==> config.mk <==
export PLATFORM = sky130hd
export DESIGN_NAME = shift_pipe
export DESIGN_NICKNAME = d
export VERILOG_FILES = /design/src/rtl/shift_pkg.sv /design/src/rtl/shift_stage.sv /design/src/rtl/shift_pipe.sv
export SDC_FILE = /design/constraint.sdc
export NUM_CORES = 1
export LEC_CHECK = 0
export ABC_CLOCK_PERIOD_IN_PS = 8300
export CORE_MARGIN = 2
export CORE_UTILIZATION = 30
export DETAILED_ROUTE_END_ITERATION = 6
export GPL_ROUTABILITY_DRIVEN = 0
export SETUP_SLACK_MARGIN = 0.5
export SLEW_MARGIN = 5
export SYNTH_ARGS = -nofsm -noshare
export SYNTH_HDL_FRONTEND = slang
export SYNTH_SLANG_ARGS = --single-unit
==> constraint.sdc <==
create_clock -name clock -period 8.3 [get_ports clock]
set_input_delay 1.245 -clock clock [delete_from_list [all_inputs] [get_ports clock]]
set_output_delay 1.245 -clock clock [all_outputs]
set_load 0.01 [all_outputs]
==> src/rtl/shift_pkg.sv <==
`default_nettype none
// ============================================================================
// Module      : shift_pkg
// Description : Shared mode encodings for the pipelined barrel shifter.
// Revision    : 1.0 - initial release
// ============================================================================
package shift_pkg;

  typedef enum logic [1:0] {
    MODE_SLL = 2'b00,
    MODE_SRL = 2'b01,
    MODE_SRA = 2'b10,
    MODE_ROL = 2'b11
  } mode_t;

endpackage
`default_nettype wire

==> src/rtl/shift_stage.sv <==
`default_nettype none
// ============================================================================
// Module      : shift_stage
// Description : One barrel-shifter stage: conditional shift by 2^K and its
//               pipeline register slice (valid, data, shamt, mode).
// Revision    : 1.0 - initial release
// ============================================================================
module shift_stage
  import shift_pkg::*;
#(
  parameter int WIDTH   = 32,
  parameter int K       = 0,
  parameter int SHAMT_W = $clog2(WIDTH)
) (
  input  logic               clk,
  input  logic               rst,
  input  logic               i_adv,
  input  logic               i_valid,
  input  logic [WIDTH-1:0]   i_data,
  input  logic [SHAMT_W-1:0] i_shamt,
  input  mode_t              i_mode,
  output logic               o_valid,
  output logic [WIDTH-1:0]   o_data,
  output logic [SHAMT_W-1:0] o_shamt,
  output mode_t              o_mode
);

  localparam int c_DIST = 1 << K;

  logic [WIDTH-1:0] w_shifted;

  // An arithmetic shift never changes the MSB, so the current MSB is always
  // the operand's original sign bit.
  always_comb begin
    w_shifted = i_data;
    if (i_shamt[K]) begin
      case (i_mode)
        MODE_SLL: w_shifted = i_data << c_DIST;
        MODE_SRL: w_shifted = i_data >> c_DIST;
        MODE_SRA: w_shifted = $signed(i_data) >>> c_DIST;
        MODE_ROL: w_shifted = (i_data << c_DIST) | (i_data >> (WIDTH - c_DIST));
        default:  w_shifted = i_data;
      endcase
    end
  end

  always_ff @(posedge clk) begin
    if (rst) begin
      o_valid <= 1'b0;
    end else if (i_adv) begin
      o_valid <= i_valid;
    end
  end

  // Payload is never reset; it is only meaningful alongside o_valid.
  always_ff @(posedge clk) begin
    if (i_adv) begin
      o_data  <= w_shifted;
      o_shamt <= i_shamt;
      o_mode  <= i_mode;
    end
  end

endmodule
`default_nettype wire

==> src/rtl/shift_pipe.sv <==
`default_nettype none
// ============================================================================
// Module      : shift_pipe
// Description : Pipelined barrel shifter (SLL/SRL/SRA/ROL), one stage per
//               shift-amount bit, with a single global advance enable.
// Revision    : 1.0 - initial release
// ============================================================================
module shift_pipe
  import shift_pkg::*;
#(
  parameter int WIDTH   = 32,
  parameter int SHAMT_W = $clog2(WIDTH)
) (
  input  logic               clock,
  input  logic               reset,
  input  logic               in_valid,
  output logic               in_ready,
  input  logic [WIDTH-1:0]   in_data,
  input  logic [SHAMT_W-1:0] in_shamt,
  input  logic [1:0]         in_mode,
  output logic               out_valid,
  input  logic               out_ready,
  output logic [WIDTH-1:0]   out_data
);

  // Index 0 is the request port; index k+1 is the register of stage k.
  logic               w_valid [0:SHAMT_W];
  logic [WIDTH-1:0]   w_data  [0:SHAMT_W];
  logic [SHAMT_W-1:0] w_shamt [0:SHAMT_W];
  mode_t              w_mode  [0:SHAMT_W];
  logic               w_adv;
  logic               w_unused;

  // The whole pipe moves in lockstep, so in_ready depends only on the output side.
  assign w_adv    = ~out_valid | out_ready;
  assign in_ready = w_adv;

  assign w_valid[0] = in_valid;
  assign w_data[0]  = in_data;
  assign w_shamt[0] = in_shamt;
  assign w_mode[0]  = mode_t'(in_mode);

  for (genvar k = 0; k < SHAMT_W; k++) begin : g_stage
    shift_stage #(
      .WIDTH   (WIDTH),
      .K       (k),
      .SHAMT_W (SHAMT_W)
    ) u_stage (
      .clk     (clock),
      .rst     (reset),
      .i_adv   (w_adv),
      .i_valid (w_valid[k]),
      .i_data  (w_data[k]),
      .i_shamt (w_shamt[k]),
      .i_mode  (w_mode[k]),
      .o_valid (w_valid[k+1]),
      .o_data  (w_data[k+1]),
      .o_shamt (w_shamt[k+1]),
      .o_mode  (w_mode[k+1])
    );
  end

  assign out_valid = w_valid[SHAMT_W];
  assign out_data  = w_data[SHAMT_W];

  assign w_unused = ^{w_shamt[SHAMT_W], w_mode[SHAMT_W]};

endmodule
`default_nettype wire
==> flow_metrics.env <==
export IMPL_outcome="finished clean"
export IMPL_fp_coreArea_sq_um=30600
export IMPL_cts_buffers=17
export IMPL_rsz0062_at_grt="no"
export IMPL_first_pass_iters=5
export IMPL_dieWidth_um=180
export IMPL_critPathKind="input pin to output pin"
export IMPL_diodes=0
export IMPL_grt_usage_pct=11.1
export IMPL_holdCritPathClass="register to register"
export IMPL_postRouteAntennaNets=0
export IMPL_combinationalPowerShare_pct=16.5
export IMPL_slowest_stage="clkdlybuf4s50_1"
export IMPL_finalMaxSlewViolations=0
export IMPL_synth_area_sq_um=9330
export IMPL_grt_max_degree=73
export IMPL_start_util_pct=30.5
export IMPL_clkLatencyLatePin_ns=0.43
export IMPL_yosysSeqAreaShare_pct=58.4
export IMPL_crit_fanout=44
export IMPL_relSlewSlack_pct=22.9
export IMPL_tightest_slew_ns=1.16
export IMPL_vias=5957
export IMPL_synth_net_count=868
export IMPL_synth_cell_type_count=32
export IMPL_finalCritPeriodShare_pct=50.3
export IMPL_reg2reg_depth=3
export IMPL_drcViolationCount=0
export IMPL_dpl_worst_slack_ns=4.10
export IMPL_cp_cell_sequence="clkdlybuf4s50_1 -> nand2b_4 -> clkdlybuf4s50_1"
export IMPL_syn_area_per_cell_sq_um=11.3
export IMPL_num_rows=64
export IMPL_crit_top_cell="clkdlybuf4s50_1"
export IMPL_power_density_nw_per_um2=227
export IMPL_fin_ws_ns=4.12
export IMPL_hold_viol=0
export IMPL_dpl_hpwl_mm=12.2
export IMPL_drt_total_wl_mm=17.5
export IMPL_cap_viol_max_count=0
export IMPL_cts_root_buffer="clkbuf_16"
export IMPL_synth_area_leaders="edfxtp_1, mux2i_1, a21oi_1, nor2_1, o22a_1"
export IMPL_pin_count=77
export IMPL_drtIter0Drc=491
export IMPL_yosys_register_bits=183
export IMPL_htreeDepth=4
export IMPL_tritoncts="done"
export IMPL_drive_gt1_share_pct=7.39
export IMPL_clkTransAtPathRegs_ns=0.07
export IMPL_cp_start_kind="input pin"
export IMPL_synth_top_area_cell="edfxtp_1"
export IMPL_min_period_ns=4.18
export IMPL_antenna_found_initial=0
export IMPL_grt_pass1_wl_mm=29.2
export IMPL_ctsHoldBuffers=0
export IMPL_worstSetupEndpointType="output pin"
export IMPL_swShare_pct=27.1
export IMPL_setup_tns_ns=0
export IMPL_p_seq_share_pct=50.8
export IMPL_synthCells=825
export IMPL_grt_overflow=0
export IMPL_p_clk_share_pct=32.7
export IMPL_grt_pass1_vias=5447
export IMPL_syn2layout_area_growth_pct=17.5
export IMPL_p_int_mw=1.81
export IMPL_leakagePower_nw=4.21
export IMPL_whs_path_depth=0
export IMPL_num_fill_cells=2954
export IMPL_switchingPower_mw=0.674
export IMPL_vias_per_cell=4.67
export IMPL_critical_path_required_ns=7.05
export IMPL_fp_dieArea_sq_um=32500
export IMPL_synth_top_area_share_pct=57.3
export IMPL_postCtsSetupRepairBufs=0
export IMPL_wl_per_cell_um=13.7
export IMPL_fp_dieH_um=180
export IMPL_fin_skew_ns=0.0116
export IMPL_clock_sinks=183
export IMPL_max_freq_mhz=239
export IMPL_irDropWorstVdd_mv=0.151
export IMPL_finalSetupViolCount=0
export IMPL_fin_nets=909
export IMPL_cts_path_max_buffers=2
export IMPL_cts_resized=0
export IMPL_cpPeakStageDelay_ns=0.71
export IMPL_ys_warn_count=0
export IMPL_port_buffers=76
export IMPL_cp_arrival_ns=2.93
## worst paths after layout
check | start | end | slack, ns
setup / recovery | out_ready | in_ready | 4.12
hold / removal | g_stage[1].u_stage.o_shamt[4] | g_stage[2].u_stage.o_shamt[4] | 0.42
hold reg to reg | g_stage[1].u_stage.o_shamt[4] | g_stage[2].u_stage.o_shamt[4] | 0.42
setup reg to reg | g_stage[0].u_stage.o_mode[1] | g_stage[1].u_stage.o_data[24] | 6.01
## metrics by stage
step,util [%],instances,hold WS (ns),total power [mW],area (sq um)
2_1_floorplan,-,825,0.400,1.54,9330
3_3_place_gp,33.9,1243,0.401,1.69,10400
3_5_place_dp,33.9,1243,0.405,1.70,10400
4_1_cts,35.8,1275,0.419,2.52,11000
5_1_grt,35.8,1275,0.434,2.61,11000
6_report,35.8,1275,0.417,2.49,11000
## layer usage
metal,vias up,wire length (um),global-route usage [%]
li1,3131,-,-
met1,2676,8810,15.7
met2,135,7780,16.7
met3,15,727,2.65
met4,0,185,3.35
met5,-,0,0
## state kept, by name, summed over array words and instances (netlist names)
| register | flops |
|---|---|
| g_stage.u_stage.o_data | 160 |
| g_stage.u_stage.o_valid | 5 |
| g_stage.u_stage.o_shamt | 10 |
| g_stage.u_stage.o_mode | 8 |
## cell families (layout without fill, tap and decap cells)
group / after synthesis / in the layout / share of synthesized area (%)
XOR/XNOR: 5 / 5 / 1.07
AO/OA/AOI/OAI: 205 / 205 / 13.0
buffers and inverters: 89 / 143 / 4.38
flip-flops: 183 / 183 / 58.4
multiplexers: 116 / 116 / 12.6
AND/OR/NAND/NOR: 227 / 227 / 10.6
## final cells by class
class                           count  area, sq um  share of cell area [%]
Clock buffer                       17          425                    3.88
Clock inverter                     15          176                    1.61
Inverter                           24         90.1                   0.822
Multi-Input combinational cell    553         3490                    31.9
Sequential cell                   183         5450                    49.7
Tap cell                          396          495                    4.52
Timing Repair Buffer               87          838                    7.65
## power by group through the flow
stage	logic, mW	registers, mW	clock network, mW
detailed placement	0.411	1.29	0
CTS	0.414	1.27	0.835
finish	0.412	1.26	0.813
global placement	0.406	1.28	0
floorplan	0.273	1.27	0
global route	0.459	1.28	0.870
## worst max-delay path: cells and delay by family
| family | cells | cell delay (ns) |
|---|---|---|
| buffers and inverters | 2 | 1.17 |
| and+or+nand+nor | 1 | 0.48 |
## synthesized netlist by cell type
cell type,instances
and3b_1,2
nand2b_1,25
o21a_1,3
nand3b_1,2
nand3_1,27
nor2_1,117
nand4_1,4
mux2_2,15
a32o_1,1
buf_1,5
nor2b_1,2
dfxtp_1,5
a31oi_1,2
clkbuf_1,43
buf_2,10
o21ai_0,1
xnor2_4,3
o22a_1,24
o22ai_1,16
a21oi_1,137
o221ai_1,6
o211ai_1,1
inv_1,24
buf_12,2
edfxtp_1,178
a22oi_1,14
buf_4,2
mux2i_1,101
buf_6,3
xnor2_1,2
and2b_2,1
nand2_1,47
## placed cells by master (no fill, tap or decap), drive strengths merged, types with 6 or more instances in the layout
cell type        n
nand3           27
mux2i          101
clkbuf          17
buf             12
a22oi           14
clkinv           6
inv             32
nand2           47
clkdlybuf4s50   75
o221ai           6
a21oi          137
o22ai           16
nor2           117
o22a            24
nand2b          25
mux2            15
edfxtp         178
No activity file was read; power rests on OpenSTA's default activity.
